--- src/rtl/nibble_bus_arbiter_pkg.sv ---
// Shared types and constants for the nibble bus arbiter.
package nibble_bus_arbiter_pkg;

    // Arbiter ownership states, one-hot encoded.
    typedef enum logic [2:0] {
        ST_FREE = 3'b001,
        ST_OWN0 = 3'b010,
        ST_OWN1 = 3'b100
    } arb_state_e;

    // Requester indices.
    localparam int unsigned PORT_CPU = 0;
    localparam int unsigned PORT_DBG = 1;

    // Default bus geometry.
    localparam int unsigned AW_DEFAULT = 12;
    localparam int unsigned DW_DEFAULT = 4;

    // Pad mapping: address[7:0] on the dedicated outputs, address[11:8] on
    // bidir[7:4], data on bidir[3:0]; the write strobe enables the data pins.
    localparam int unsigned DED_ADDR_W        = 8;
    localparam int unsigned BIDIR_DATA_LSB    = 0;
    localparam int unsigned BIDIR_ADDR_HI_LSB = 4;
    localparam int unsigned BUS_CTL_WE_BIT    = 0;

endpackage

--- src/rtl/nibble_bus_arbiter_rr_pick2.sv ---
// Combinational 2-way round-robin picker with an owner-hold override.
module rr_pick2 (
    input  logic [1:0] req,
    input  logic       last,
    input  logic       force_last,
    output logic [1:0] win
);

    // When forced, only the last winner (the current owner) may win;
    // otherwise a contended pick goes to the port that did not win last.
    always_comb begin
        win = '0;
        if (force_last) begin
            win[last] = req[last];
        end else if (req == 2'b11) begin
            win = last ? 2'b01 : 2'b10;
        end else begin
            win = req;
        end
    end

endmodule

--- src/rtl/nibble_bus_arbiter.sv ---
// Two-port arbiter for the external nibble bus: round-robin with a bounded
// ownership lock, registered bus outputs and a one-cycle read return.
module nibble_bus_arbiter
    import nibble_bus_arbiter_pkg::*;
#(
    parameter int unsigned AW       = AW_DEFAULT,
    parameter int unsigned DW       = DW_DEFAULT,
    parameter int unsigned MAX_LOCK = 8
) (
    input  logic                 clk,
    input  logic                 rst,
    input  logic [1:0]           req_i,
    input  logic [1:0]           lock_i,
    input  logic [1:0]           we_i,
    input  logic [1:0][AW-1:0]   addr_i,
    input  logic [1:0][DW-1:0]   wdata_i,
    output logic [1:0]           gnt_o,
    output logic [1:0]           rvalid_o,
    output logic [DW-1:0]        rdata_o,
    output logic [AW-1:0]        bus_addr_o,
    output logic                 bus_we_o,
    output logic [DW-1:0]        bus_wdata_o,
    input  logic [DW-1:0]        bus_rdata_i
);

    localparam int unsigned    CW      = $clog2(MAX_LOCK + 1);
    localparam logic [CW-1:0]  CNT_MAX = CW'(MAX_LOCK);

    arb_state_e     state_q, state_d;
    logic           rr_last_q, rr_last_d;
    logic [CW-1:0]  lock_cnt_q, lock_cnt_d;
    logic [CW-1:0]  cnt_next;
    logic [AW-1:0]  bus_addr_q, bus_addr_d;
    logic           bus_we_q, bus_we_d;
    logic [DW-1:0]  bus_wdata_q, bus_wdata_d;
    logic [1:0]     rd_pend_q, rd_pend_d;
    logic [1:0]     rvalid_q, rvalid_d;
    logic [DW-1:0]  rdata_q, rdata_d;

    logic [1:0]     win;
    logic           owned;
    logic           xfer;
    logic           wp;

    assign owned = (state_q != ST_FREE);
    assign xfer  = |win;
    assign wp    = win[PORT_DBG];

    // While owned, rr_last always equals the owner, so forcing the picker
    // onto rr_last restricts grants to the owner without a separate index.
    rr_pick2 u_pick (
        .req        (req_i),
        .last       (rr_last_q),
        .force_last (owned),
        .win        (win)
    );

    // Grant is combinational, suppressed during reset.
    always_comb begin
        gnt_o = rst ? '0 : win;
    end

    // Ownership state, lock counter and round-robin pointer.
    always_comb begin
        state_d    = state_q;
        rr_last_d  = rr_last_q;
        lock_cnt_d = lock_cnt_q;
        cnt_next   = owned ? (lock_cnt_q + 1'b1) : CW'(1);
        if (xfer) begin
            rr_last_d = wp;
            if (lock_i[wp] && (cnt_next != CNT_MAX)) begin
                state_d    = wp ? ST_OWN1 : ST_OWN0;
                lock_cnt_d = cnt_next;
            end else begin
                state_d    = ST_FREE;
                lock_cnt_d = '0;
            end
        end else if (owned) begin
            // Owner dropped its request: release without granting.
            state_d    = ST_FREE;
            lock_cnt_d = '0;
        end
    end

    // Bus launch and read-return pipeline.
    always_comb begin
        bus_addr_d  = bus_addr_q;
        bus_wdata_d = bus_wdata_q;
        bus_we_d    = 1'b0;
        rd_pend_d   = '0;
        if (xfer) begin
            bus_addr_d  = addr_i[wp];
            bus_we_d    = we_i[wp];
            bus_wdata_d = wdata_i[wp];
            rd_pend_d   = win & ~{2{we_i[wp]}};
        end
        rvalid_d = rd_pend_q;
        rdata_d  = (|rd_pend_q) ? bus_rdata_i : rdata_q;
    end

    // State registers with synchronous reset.
    always_ff @(posedge clk) begin
        if (rst) begin
            state_q     <= ST_FREE;
            rr_last_q   <= 1'b1;
            lock_cnt_q  <= '0;
            bus_addr_q  <= '0;
            bus_we_q    <= 1'b0;
            bus_wdata_q <= '0;
            rd_pend_q   <= '0;
            rvalid_q    <= '0;
            rdata_q     <= '0;
        end else begin
            state_q     <= state_d;
            rr_last_q   <= rr_last_d;
            lock_cnt_q  <= lock_cnt_d;
            bus_addr_q  <= bus_addr_d;
            bus_we_q    <= bus_we_d;
            bus_wdata_q <= bus_wdata_d;
            rd_pend_q   <= rd_pend_d;
            rvalid_q    <= rvalid_d;
            rdata_q     <= rdata_d;
        end
    end

    assign bus_addr_o  = bus_addr_q;
    assign bus_we_o    = bus_we_q;
    assign bus_wdata_o = bus_wdata_q;
    assign rvalid_o    = rvalid_q;
    assign rdata_o     = rdata_q;

endmodule

--- config.mk ---
export PLATFORM = sky130hd
export DESIGN_NAME = nibble_bus_arbiter
export DESIGN_NICKNAME = d
export VERILOG_FILES = /design/src/rtl/nibble_bus_arbiter_pkg.sv /design/src/rtl/nibble_bus_arbiter_rr_pick2.sv /design/src/rtl/nibble_bus_arbiter.sv
export SDC_FILE = /design/constraint.sdc
export NUM_CORES = 1
export LEC_CHECK = 0
export ABC_AREA = 1
export ABC_CLOCK_PERIOD_IN_PS = 1300
export CORE_MARGIN = 3
export CORE_UTILIZATION = 30
export CTS_CLUSTER_SIZE = 20
export DETAILED_ROUTE_END_ITERATION = 7
export GPL_TIMING_DRIVEN = 0
export PLACE_DENSITY = 0.62
export SETUP_SLACK_MARGIN = 0.2
export SLEW_MARGIN = 20
export SYNTH_ARGS = -nofsm -noshare
export SYNTH_HDL_FRONTEND = slang
export SYNTH_SLANG_ARGS = --single-unit
--- constraint.sdc ---
create_clock -name clk -period 1.3 [get_ports clk]
set_input_delay 0.39 -clock clk [delete_from_list [all_inputs] [get_ports clk]]
set_output_delay 0.39 -clock clk [all_outputs]
set_load 0.05 [all_outputs]
==> results of run 1 <==
cell families after synthesis:
logic type / after synthesis
and+or+nand+nor: 143
DFF: 33
buffers and inverters: 31
AOI/OAI and AO/OA: 24
adders and majority gates: 1
worst min-delay path: cells and delay by family (launching register included):
| kind | cells | cell delay [ns] |
|---|---|---|
| and+or+nand+nor | 1 | 0.03 |
| buffers and inverters | 1 | 0.05 |
| DFF | 1 | 0.31 |
synth_stat cells, types with 2 or more instances:
cell / count
buf_4: 3
o21ai_0: 4
nand3_2: 2
buf_12: 2
nor2_1: 17
nor3_1: 2
clkbuf_1: 3
nand2_4: 2
nand4_1: 7
a21oi_1: 11
nand2_2: 31
dfxtp_1: 33
inv_1: 16
inv_2: 4
nand2_1: 74
a21oi_2: 8
nand3_1: 4
metrics by stage:
step	worst slack, ns	hold slack [ns]	util
after floorplan	-0.284	0.403	-
after global routing	-0.565	0.450	0.613
final	-0.473	0.420	0.613
after detailed placement	-1.50	0.415	0.482
after CTS	-0.467	0.417	0.596
after global placement	-1.50	0.416	0.482
routing by layer:
metal  part of all wire  vias to the layer above
met2               0.52                       50
met5                  0                        -
li1                   -                      928
met1               0.41                      831
met4              0.014                        0
met3              0.062                        6
what timing repair did:
action / in CTS / in global routing
pin swaps: 16 / 2
setup buffers: 20 / 7
resized for setup: 265 / 14
setup endpoints to repair: 58 / 56
gates cloned: 2 / 1
power groups by stage:
| stage | clock network, W | logic, W | registers, W |
|---|---|---|---|
| 6_report | 0.000743 | 0.00326 | 0.00139 |
| 3_3_place_gp | 0 | 0.00228 | 0.00131 |
| 2_1_floorplan | 0 | 0.00113 | 0.00179 |
| 4_1_cts | 0.000755 | 0.00310 | 0.00138 |
| 5_1_grt | 0.000811 | 0.00345 | 0.00140 |
| 3_5_place_dp | 0 | 0.00228 | 0.00131 |
worst max path at each step:
stage                            start                         end  cells past startpoint
2_1_floorplan  state_q[2]$_SDFFE_PP0P_                    gnt_o[1]                      8
3_3_place_gp                       rst                    gnt_o[0]                      4
3_5_place_dp                       rst                    gnt_o[0]                      4
5_1_grt        state_q[2]$_SDFFE_PP0P_                    gnt_o[0]                      9
6_report       state_q[2]$_SDFFE_PP0P_  lock_cnt_q[2]$_SDFFE_PP0P_                     14
4_1_cts        state_q[2]$_SDFFE_PP0P_                    gnt_o[1]                      9
cell usage in the layout, fill, tap and decap left out:
master	n
a21oi_2	10
buf_6	6
inv_8	1
nand2_1	61
ha_1	1
inv_1	14
dfxtp_2	26
clkbuf_2	1
nand2_4	15
nand4_1	7
nand3_4	1
nand2_2	31
dfxtp_1	7
nor2_4	3
nor2_1	14
clkbuf_8	6
clkinv_2	2
a21oi_1	9
buf_8	28
nand3_2	3
buf_12	5
nor2_8	1
clkbuf_1	2
clkdlybuf4s15_1	1
nand3_1	2
o211ai_1	1
nor2_2	2
buf_16	3
dlygate4sd2_1	1
inv_2	6
nor3_4	3
clkbuf_4	1
buf_4	20
clkdlybuf4s50_1	40
o21ai_0	4
layout make-up:
cell class | count | area, um^2
Inverter | 21 | 86.3
Buffer | 10 | 138
Fill cell | 454 | 2050
Tap cell | 70 | 87.6
Timing Repair Buffer | 98 | 1130
Sequential cell | 33 | 693
Clock buffer | 6 | 72.6
Multi-Input combinational cell | 168 | 1030
Clock inverter | 2 | 10.0
sequential cells by signal, indices dropped and copies added, names as in the netlist:
name,count
bus_addr_o,12
rdata_o,4
lock_cnt_q,4
rr_last_q,1
state_q,3
rvalid_o,2
rd_pend_q,2
bus_we_o,1
bus_wdata_o,4
==> metrics.md, run 1 <==
| Metric | Value |
|---|---|
| Status | `finished, violations left` |
| Failing checks | `negative setup slack` |
| Max cap viols | `0` |
| Ant diodes | `0` |
| Max stage delay on crit path | `0.31 ns` |
| Leakage | `1.51 nW` |
| Crit path buffers/inverters | `7` |
| Met2 global-route usage | `0.275` |
| Setup violators final | `27` |
| Ratio of cells with drive above 1 in the final layout | `0.515` |
| Switch Pwr | `0.00220 W` |
| Fin. Hold Viols | `0` |
| Num rows | `26` |
| YS warnings | `0` |
| Non-filler cells, final | `408` |
| Startpoint Class | `flop` |
| DR WL/cell | `12.5 um` |
| CTS tree | `done` |
| Setup TNS | `-9.72 ns` |
| Overall power | `0.00538 W` |
| Vias in the first global route | `1,710` |
| DRC errors left | `0` |
| Hold Startpoint | `rd_pend_q[1]$_SDFF_PP0_` |
| Initial drt markers | `74` |
| Clock slew at reported path FFs | `0.07 ns` |
| # IOs | `69` |
| Critical path, cell by cell | `inv_2 > nand2_2 > nor2_4 > nand2_2 > buf_4 > buf_4 > buf_4 > buf_4 > buf_4 > buf_4 > nand3_2 > nand2_4 > nand4_1 > nand2_1` |
| CTS buffer count | `5` |
| GR Util met1 | `0.182` |
| Placer Congestion | `0.751` |
| Top_reg_cell synth | `dfxtp_1` |
| Syn Nets | `277` |
| Flop pwr share | `0.257` |
| Critical-path maximum fanout | `5` |
| Compound-Gate Fraction of Synth Area | `0.0900` |
| Worst reg2reg path startpoint | `state_q[2]$_SDFFE_PP0P_` |
| Core Box Area | `0.00530 mm^2` |
| Async set-reset flop share out of synthesis | `0` |
| Fmax | `0.564 GHz` |
| Initial antenna violation count | `0` |
| Xor and xnor fraction of the mapped netlist area | `0` |
| Slew HR | `0.660` |
| H-tree Lvls | `2` |
| Crit share post-route | `1.36` |
| Reg2reg end | `lock_cnt_q[2]$_SDFFE_PP0P_` |
| Clk_lat worst skew | `0.28 ns` |
| Worst path arrival time | `1.95 ns` |
| Most used cell, CP | `buf_4` |
| Fin. max-slew vios | `0` |
| Mux contribution to synthesized area | `0` |
| Min-Delay Path Depth | `2` |
| Post-DRT Antenna Nets | `0` |
| Ranking of synthesized cells by area | `dfxtp_1, nand2_1, nand2_2` |
| First-pass DRT Iterations | `4` |
| Worst reg-to-reg path cell count | `14` |
| Die area | `0.00659 mm^2` |
| Sink Count | `33` |
| Fin area | `0.00325 mm^2` |
| Fin nets | `382` |
| Register-to-Register Setup Slack | `-0.47 ns` |
| Area Overhead vs Synth | `91.7%` |
| Hold path endpoint | `rvalid_o[1]$_SDFF_PP0_` |
| Clk Tree Root Cell | `clkbuf_8` |
| Delay-heaviest family, CP | `buffers and inverters` |
| Register area share after synthesis | `0.389` |
| Comb pwr share | `0.605` |
| Post-route minimum period | `1.77 ns` |
| Largest net degree at the start of global routing | `11` |
| Cell variety after synth | `26` |
| Port bufs | `68` |
| GRT met3 Usage | `0.0432` |
| RSZ-0062 raised after global routing | `true` |
| Die Ht | `81.2 um` |
| Setup ws final | `-0.473 ns` |
| Area share of the largest cell type after synthesis | `0.389` |
| Switching Fraction | `0.408` |
| Post-Synth Adder-Cell Area | `0.00737` |
| Vias/cell | `4.45` |
| HP Class | `flop to flop` |
| Syn Std Cell Area | `0.00170 mm^2` |
| Cell taking the most area after synthesis | `dfxtp_1` |
| Hold_buf cts | `0` |
| Routed WL | `5.08 mm` |
| Mean area per synthesized cell | `7.31 um^2` |
| Via count | `1,815` |
| Cell area power density | `1660 mW/mm^2` |
| Maximum VDD drop | `0.947 mV` |
| Clk_skew | `0.00398 ns` |
| Gr usage total | `0.157` |
| Yosys reg bits | `33` |
| Dpl hpwl | `3.24 mm` |
| Starting density of the core | `0.320` |
| Dpl cells | `370` |
| Main combinational cell family by area after synthesis | `simple AND/OR/NAND/NOR gates` |
| Post-Syn Instances | `232` |
| Crit path capture type | `flop` |
| GRT busiest layer | `met2` |
| Chip width | `81.2 um` |
| EDFF count, synth | `0` |
| Post-Place Cell Area | `0.00255 mm^2` |
| Crit path kind | `flop to flop` |
| First-pass GRT wire length | `7.87 mm` |
| P_int | `0.00319 W` |
| Maximum root-to-sink buffer count | `2` |
| Critical-path top delay cell | `dfxtp_1` |
| Actual slew at the worst max-slew pin | `0.511 ns` |
| Worst Path Required | `1.48 ns` |
| Total grt overflow | `0` |
| Simple-Gate Fraction of Synth Area | `0.412` |
| Clk pwr share | `0.138` |
No activity file was read; power rests on OpenSTA's default activity.
==> inputs of run 2 (changes only) <==
Settings changed: CAP_MARGIN from default to 20, CORE_ASPECT_RATIO from default to 0.75, TNS_END_PERCENT from default to 30.
==> run 2 against run 1 <==
Effect of this change:
- clock-buffer cell count grew 1
- core utilization shrank 8.4 points
- worst setup slack gained 0.00099 ns
- via count shrank 9.4%
- critical path type is now flop to output port
- non-clock buffer count shrank 24
- register-to-register slack gained 0.23 ns
- critical path depth shrank 5
- critical endpoint is now gnt_o[1]
- clock power grew 36%
- cell count shrank 4.7%
- the flow still finishes with violations (negative setup slack)
- maximum frequency is essentially flat
==> metrics.md, run 2 (synthesis gave the netlist of run 1 again) <==
| Metric | Value |
|---|---|
| Die area | `0.00660 mm^2 (+0.14%)` |
| Vias in the first global route | `1,577 (-7.8%)` |
| First-pass DRT Iterations | `4 (unchanged)` |
| Setup ws final | `-0.472 ns (+0.000987 ns)` |
| Core Box Area | `0.00541 mm^2 (+2.0%)` |
| Sink Count | `33 (unchanged)` |
| CTS buffer count | `5 (unchanged)` |
| Gr usage total | `0.143 (-0.0138)` |
| Critical-path maximum fanout | `3 (-2)` |
| HP Class | `flop to flop` |
| Placer Congestion | `0.789 (+5.0%)` |
| Worst reg2reg path startpoint | `state_q[1]$_SDFFE_PP0P_` |
| Register-to-Register Setup Slack | `-0.24 ns (+0.23 ns)` |
| Crit path buffers/inverters | `4 (-3)` |
| RSZ-0062 raised after global routing | `true` |
| Clk_skew | `0.00434 ns (+0.000362 ns)` |
| Ant diodes | `0 (unchanged)` |
| Setup violators final | `26 (-3.7%)` |
| Worst Path Required | `0.91 ns (-0.57 ns)` |
| Maximum root-to-sink buffer count | `2 (unchanged)` |
| Fin. max-slew vios | `0 (unchanged)` |
| Worst setup path start | `state_q[2]$_SDFFE_PP0P_` |
| H-tree Lvls | `2 (unchanged)` |
| Area of the multi-input gates | `936 um^2 (-9.4%)` |
| Util after Layout | `0.529 (-0.0844)` |
| Status | `finished, violations left` |
| Reg2reg end | `bus_addr_o[5]$_SDFFE_PP0N_` |
| Hold_buf cts | `0 (unchanged)` |
| Starting density of the core | `0.314 (-0.00636)` |
| Num rows | `23 (-12%)` |
| Critical path, cell by cell | `inv_2 > nand2_2 > nor2_4 > nand2_2 > nand2_4 > inv_2 > buf_8 > nor2_4 > buf_8` |
| Max FFs per register | `12 (unchanged)` |
| Max stage delay on crit path | `0.32 ns (about the same)` |
| Largest net degree at the start of global routing | `11 (unchanged)` |
| Post-route minimum period | `1.77 ns (-0.000987 ns)` |
| DRC errors left | `0 (unchanged)` |
| Chip width | `92.8 um (+14%)` |
| Startpoint Class | `flop` |
| Crit path capture type | `output port` |
| Most common cell after layout, fill and taps aside | `nand2_1` |
| Delay-heaviest family, CP | `simple AND/OR/NAND/NOR gates` |
| Maximum VDD drop | `0.710 mV (-25%)` |
| Routed WL | `4.48 mm (-12%)` |
| Worst reg-to-reg path cell count | `10 (-4)` |
| Fillcell total | `559 (+23%)` |
| Clock slew at reported path FFs | `0.07 ns (about the same)` |
| Crit path kind | `flop to output port` |
| Crit share post-route | `1.36 (about the same)` |
| Most frequent cells in the layout | `nand2_1, clkdlybuf4s50_1, nand2_2, dfxtp_2, buf_8` |
| Hold Startpoint | `rd_pend_q[1]$_SDFF_PP0_` |
| Die Ht | `71.1 um (-12%)` |
| Slew HR | `0.642 (-0.0176)` |
| Port bufs | `68 (unchanged)` |
| Area Overhead vs Synth | `68.7%` |
| Fin area | `0.00286 mm^2 (-12%)` |
| Clk_lat worst skew | `0.29 ns (about the same)` |
| Clk Tree Root Cell | `clkbuf_8` |
| Critical path endpoint | `gnt_o[1]` |
| Ratio of cells with drive above 1 in the final layout | `0.411 (-0.104)` |
| CTS tree | `done` |
| Vias/cell | `4.23 (-4.9%)` |
| Total grt overflow | `0 (unchanged)` |
| Worst path arrival time | `1.38 ns (-0.57 ns)` |
| Fmax | `0.564 GHz (about the same)` |
| First-pass GRT wire length | `7.42 mm (-5.7%)` |
| Initial antenna violation count | `0 (unchanged)` |
| Dpl hpwl | `3.29 mm (+1.4%)` |
| Post-Place Cell Area | `0.00253 mm^2 (-1.0%)` |
| Initial drt markers | `69 (-6.8%)` |
| Leakage | `1.32 nW (-13%)` |
| Via count | `1,645 (-9.4%)` |
| DR WL/cell | `11.5 um (-7.5%)` |
| Actual slew at the worst max-slew pin | `0.537 ns (+0.0264 ns)` |
| Failing checks | `negative setup slack` |
| Post-DRT Antenna Nets | `0 (unchanged)` |
| # IOs | `69 (unchanged)` |
| Fin. Hold Viols | `0 (unchanged)` |
| Register area | `689 um^2 (-0.54%)` |
| Fin nets | `358 (-6.3%)` |
| Cell area power density | `1690 mW/mm^2 (+2.0%)` |
| Max cap viols | `0 (unchanged)` |
| Critical-path top delay cell | `dfxtp_2` |
| Crit path depth | `9 (-5)` |
run 2: changes by cell type in the layout (fill, tap and decap cells not counted), sizes merged:
cell	delta
bufinv	+1
buf	-24
dlygate4sd2	+2
clkinv	-2
clkdlybuf4s15	-1
run 2: worst register-to-register path: cells and delay by family (launching register included):
family | cells | cell delay (ns)
simple gates | 5 | 0.60
buf+inv | 4 | 0.42
flops | 1 | 0.34
compound gates | 1 | 0.05
run 2: cell type report:
cell class / count / area share
plain buffers: 10 / 0.0398
multi-input cells: 168 / 0.327
inverters: 21 / 0.0284
well taps: 75 / 0.0328
clock buffers: 7 / 0.0302
flip-flops and latches: 33 / 0.241
clock inverters: 1 / 0.0105
repair buffers: 74 / 0.291
run 2: metal layers:
layer	wire [um]	track usage	part of all wire	up-vias
met1	2190	0.198	0.49	705
met5	0	0	0	-
met4	42	0.0390	0.0094	0
met3	464	0.0701	0.10	4
li1	-	-	-	877
met2	1790	0.198	0.40	59
run 2: worst min path at each step:
stage,to,cells after the start
floorplan,rvalid_o[0]$_SDFF_PP0_,2
CTS,rvalid_o[0]$_SDFF_PP0_,2
detailed placement,rvalid_o[0]$_SDFF_PP0_,2
global placement,rvalid_o[0]$_SDFF_PP0_,2
global route,rvalid_o[1]$_SDFF_PP0_,2
finish,rvalid_o[1]$_SDFF_PP0_,2
run 2: where the power goes:
group / switching, W / internal [W] / total, W
combinational: 0.00142 / 0.00104 / 0.00245
sequential: 0.000148 / 0.00122 / 0.00137
clock: 0.000386 / 0.000625 / 0.00101
run 2: metrics by stage:
stage	hold slack, ns	setup TNS, ns	instances	total power (W)	setup WS [ns]
floorplan	0.403	-0.506	232	0.00290	-0.284
global route	0.439	-9.17	389	0.00514	-0.563
finish	0.416	-5.76	389	0.00483	-0.472
CTS	0.417	-5.50	389	0.00486	-0.482
global placement	0.414	-25.67	375	0.00354	-1.47
detailed placement	0.415	-26.35	375	0.00355	-1.48
run 2: what timing repair did:
| action | CTS | global route |
|---|---|---|
| gates resized for setup | 227 | 5 |
| pin swaps | 6 | 0 |
| endpoints found under the setup margin | 58 | 56 |
| setup buffers | 6 | 0 |
==> RTL change 1, RTL diff (settings of run 1) <==
Take the reset off `bus_addr_q` and load it in a clocked block of its own.
--- a/src/rtl/nibble_bus_arbiter.sv
+++ b/src/rtl/nibble_bus_arbiter.sv
@@ -106,3 +106,2 @@
             lock_cnt_q  <= '0;
-            bus_addr_q  <= '0;
             bus_we_q    <= 1'b0;
@@ -116,3 +115,2 @@
             lock_cnt_q  <= lock_cnt_d;
-            bus_addr_q  <= bus_addr_d;
             bus_we_q    <= bus_we_d;
@@ -123,2 +121,6 @@
         end
+    end
+
+    always_ff @(posedge clk) begin
+        bus_addr_q <= bus_addr_d;
     end
Check against the original RTL: not equivalent (a bounded check fails within 4 cycles, from zero or initial values and one cycle with rst high).
==> RTL change 1 against run 1 <==
The run still ends with negative setup slack left; critical path type is now reg -> out; setup slack got worse by 97 ps; routed wire length fell by 3.9%; fmax fell by 5.2%; sequential share of layout area rose by 5.0 points; design area fell by 6.4%; count of clock-buffer cells in the layout fell by 1; global-route usage rose by 0.58 points; largest power group unchanged; die area fell by 7.9%; sequential cell count did not move; power rose by 0.98%; via count fell by 9.4%; worst hold slack improved by 11 ps; synthesized area fell by 8.5%.
==> RTL change 1: results (changes against run 1) <==
| Metric | Value |
|---|---|
| Status | `complete, but fails checks (unchanged)` |
| Failing checks | `negative setup slack (unchanged)` |
| Post-DP HPWL | `2900 um (was 3240 um)` |
| Met1 Use GR | `19.4% (was 18.2%)` |
| Final setup skew | `7.63 ps (was 3.98 ps)` |
| Layout cells sized above 1 | `46.2% (was 51.5%)` |
| Fillers | `405 (was 454)` |
| Cell Count Post-Placement | `328 (was 370)` |
| Total number of vias | `1645 (was 1815)` |
| Setup TNS | `-12950 ps (was -9720 ps)` |
| Syn_nets | `238 (was 277)` |
| Pleak | `1.40 nW (was 1.51 nW)` |
| WP data arrival | `1480 ps (was 1950 ps)` |
| Final net count | `349 (was 382)` |
| Max transition margin | `83.0% (was 66.0%)` |
| Post-DP Area | `2370 sq um (was 2550 sq um)` |
| Post-Route WL | `4890 um (was 5080 um)` |
| VDD IR max | `0.000901 V (was 0.000947 V)` |
| Place WS | `-1560 ps (was -1500 ps)` |
| Number of library cell types mapped by synthesis | `23 (was 26)` |
| Initial drt markers | `38 (was 74)` |
| Met3 Usage GRT | `4.18% (was 4.32%)` |
| Largest net degree at the start of global routing | `12 (was 11)` |
| Routed wl met3 | `277 um (was 315 um)` |
| Synth top area cells | `dfxtp_1 27%, edfxtp_1 23%, nand2_1 19% (was dfxtp_1 39%, nand2_1 16%, nand2_2 11%)` |
| First-pass GRT wire length | `7680 um (was 7870 um)` |
| DRT met1 WL | `1980 um (was 2060 um)` |
| CTS Root Cell | `clkbuf_8 (unchanged)` |
| Area Overhead vs Synth | `96.1% (was 91.7%)` |
| Number of synthesized flops with an enable pin | `12 (was 0)` |
| Highest net fanout along the worst path | `3 (was 5)` |
| Final Setup Violations | `41 (was 27)` |
| Non-filler cells, final | `372 (was 408)` |
| Met2 WL | `2490 um (was 2630 um)` |
| Setup bufs post-CTS | `22 (was 20)` |
| Routability Congestion | `0.746 (was 0.751)` |
| Slack of the critical path | `-570 ps (was -473 ps)` |
| Post_cts resized | `226 (was 265)` |
| Register area share after synthesis | `50.3% (was 38.9%)` |
| Met2 Usage GRT | `27.9% (was 27.5%)` |
| Synth cell count leaders | `78 x nand2_1, 21 x dfxtp_1, 18 x inv_1 (was 74 x nand2_1, 33 x dfxtp_1, 31 x nand2_2)` |
RTL change 1: cell types whose count changed after synthesis, sizes merged, moves of 3 or more:
cell    before  now
nand2      107   86
edfxtp       0   12
dfxtp       33   21
nand4        7    4
buf          7    4
a21oi       19    8
RTL change 1: path summary, 6_finish.rpt:
kind	from	end	slack [ps]	cells after the start
setup / recovery	state_q[2]	gnt_o[1]	-570	10
hold / removal	rd_pend_q[1]	rvalid_o[1]	430	2
setup reg to reg	state_q[2]	bus_addr_o[1]	-380	12
hold reg to reg	rd_pend_q[1]	rvalid_o[1]	430	2
RTL change 1: cells by family (layout without fill, tap and decap cells):
group / after synthesis / after routing / synth area share [%]
adders and majority gates: 1 / 1 / 0.806
AOI/OAI and AO/OA: 13 / 13 / 4.59
buffers and inverters: 26 / 138 / 7.98
and+or+nand+nor: 120 / 120 / 36.3
DFF: 33 / 33 / 50.3
RTL change 1: layout make-up:
class	count	area, sq um	share of cell area [%]
clock inverters	3	17.5	0.575
multi-input cells	134	762	25.0
repair inverters	1	16.3	0.534
flip-flops and latches	33	802	26.3
clock buffers	5	68.8	2.26
well taps	67	83.8	2.75
plain buffers	6	77.6	2.55
inverters	20	93.8	3.08
repair buffers	103	1120	36.9
RTL change 1: critical path, stage by stage, from the launching register on:
cell and delay [ps]:
dfxtp_2 330, inv_2 30, buf_4 130, nand3_4 70, nand2_4 60, nand2_4 80, inv_4 30, buf_6 110
buf_8 110, nor2_4 80, buf_8 150
RTL change 1: where the power goes:
part | internal, mW | switching, mW
Clock | 0.369 | 0.397
Sequential | 1.37 | 0.142
Combinational | 1.47 | 1.69
==> RTL change 2, RTL diff (settings of run 1) <==
Made on the original files. The parameter `MAX_LOCK` goes from 8 to 32.
--- a/src/rtl/nibble_bus_arbiter.sv
+++ b/src/rtl/nibble_bus_arbiter.sv
@@ -7,3 +7,3 @@
     parameter int unsigned DW       = DW_DEFAULT,
-    parameter int unsigned MAX_LOCK = 8
+    parameter int unsigned MAX_LOCK = 32
 ) (
Behaviour: not the same (a bounded check fails within 10 cycles, from zero or initial values and one cycle with rst high).
==> RTL change 2 against run 1 <==
The run still ends with negative setup slack left; synthesized area rose by 0.44%; critical path type is now reg -> out; count of clock-buffer cells in the layout rose by 1; cell count is 5.6% lower; setup slack gained 60 ps; global-route usage shrank 0.69 points; routed wire length down 4.4%; power grew 3.1%; sequential cell count is 2 higher; die area rose by 0.42%; design area is 9.3% lower.
==> RTL change 2: results (changes against run 1) <==
| Metric | Value |
|---|---|
| R2R Setup Slk | `-280 ps (was -470 ps)` |
| Final setup skew | `4.54 ps (was 3.98 ps)` |
| CP top delay family | `simple AND/OR/NAND/NOR gates (was buffers and inverters)` |
| Min-Delay Endpoint | `state_q[2] (was rvalid_o[1])` |
| Place WS | `-1340 ps (was -1500 ps)` |
| Post-Synth Adder-Cell Area | `0.734% (was 0.737%)` |
| Slack of the critical path | `-413 ps (was -473 ps)` |
| Setup TNS | `-6470 ps (was -9720 ps)` |
| Number of library cell types mapped by synthesis | `29 (was 26)` |
| Non-filler cells, final | `385 (was 408)` |
| Failing checks | `negative setup slack (unchanged)` |
| Fin Hold WS | `418 ps (was 420 ps)` |
| R2R Path Start | `state_q[1] (was state_q[2])` |
| Status | `complete, but fails checks (unchanged)` |
| DRT met1 WL | `2000 um (was 2060 um)` |
| Initial drt markers | `57 (was 74)` |
| Vias per cell | `4.68 (was 4.45)` |
| Compound-Gate Fraction of Synth Area | `13.7% (was 9.00%)` |
| Routed wl met3 | `424 um (was 315 um)` |
| Number of port buffers | `67 (was 68)` |
| VDD IR max | `0.00106 V (was 0.000947 V)` |
| Vias in the first global route | `1643 (was 1710)` |
| Hold/Removal Path Class | `in -> reg (was reg -> reg)` |
| Met2 Usage GRT | `24.0% (was 27.5%)` |
| Final Setup Violations | `29 (was 27)` |
| Routability Congestion | `0.796 (was 0.751)` |
| Pwr per Cell Area | `1880 nW/um^2 (was 1660 nW/um^2)` |
[RTL change 2: cell count changes after synthesis, sizes merged]
cell / run 1 / this run
inv: 21 / 20
or2: 0 / 16
nand4: 7 / 3
nand2: 107 / 56
clkbuf: 3 / 5
nand3b: 0 / 1
nor2: 20 / 23
o211ai: 1 / 16
nor3: 3 / 5
dfxtp: 33 / 35
nand3: 6 / 17
a21oi: 19 / 16
buf: 7 / 6
[RTL change 2: power by group]
| group | switching [mW] | total (mW) | internal (mW) | leakage [nW] |
|---|---|---|---|---|
| clock | 0.389 | 0.816 | 0.427 | 0.0482 |
| combinational | 1.73 | 3.19 | 1.46 | 0.921 |
| sequential | 0.197 | 1.55 | 1.35 | 0.297 |
| total | 2.31 | 5.55 | 3.24 | 1.27 |
[RTL change 2: layout make-up]
cell class	count	area share (%)
sequential	35	25.1
buffer	11	3.82
clock buffer	7	2.92
inverter	20	2.80
tap	70	2.97
clock inverter	1	0.170
timing repair buffer	83	31.4
multi-input combinational	158	30.8
[RTL change 2: how the worst max path moves through the flow]
stage                     from       end  slack [ps]
finish              state_q[1]  gnt_o[1]        -410
CTS                 state_q[1]  gnt_o[1]        -390
global route        state_q[1]  gnt_o[1]        -480
floorplan           state_q[2]  gnt_o[1]        -190
detailed placement    req_i[0]  gnt_o[1]       -1340
global placement      req_i[0]  gnt_o[1]       -1320
[RTL change 2: kinds of logic (layout without fill, tap and decap cells)]
family                   count (synthesis)  count (layout)
buffers and inverters                   31             122
adder cells (fa/ha/maj)                  1               1
AO/OA/AOI/OAI                           36              36
flip-flops                              35              35
AND/OR/NAND/NOR                        121             121
[RTL change 2: repair_timing]
item | in CTS | in global routing
setup endpoints to repair | 54 | 54
hold buffers | 0 | 0
gates resized for setup | 236 | 12
setup buffers | 8 | 7
gates cloned | 0 | 1
pin swaps | 8 | 3
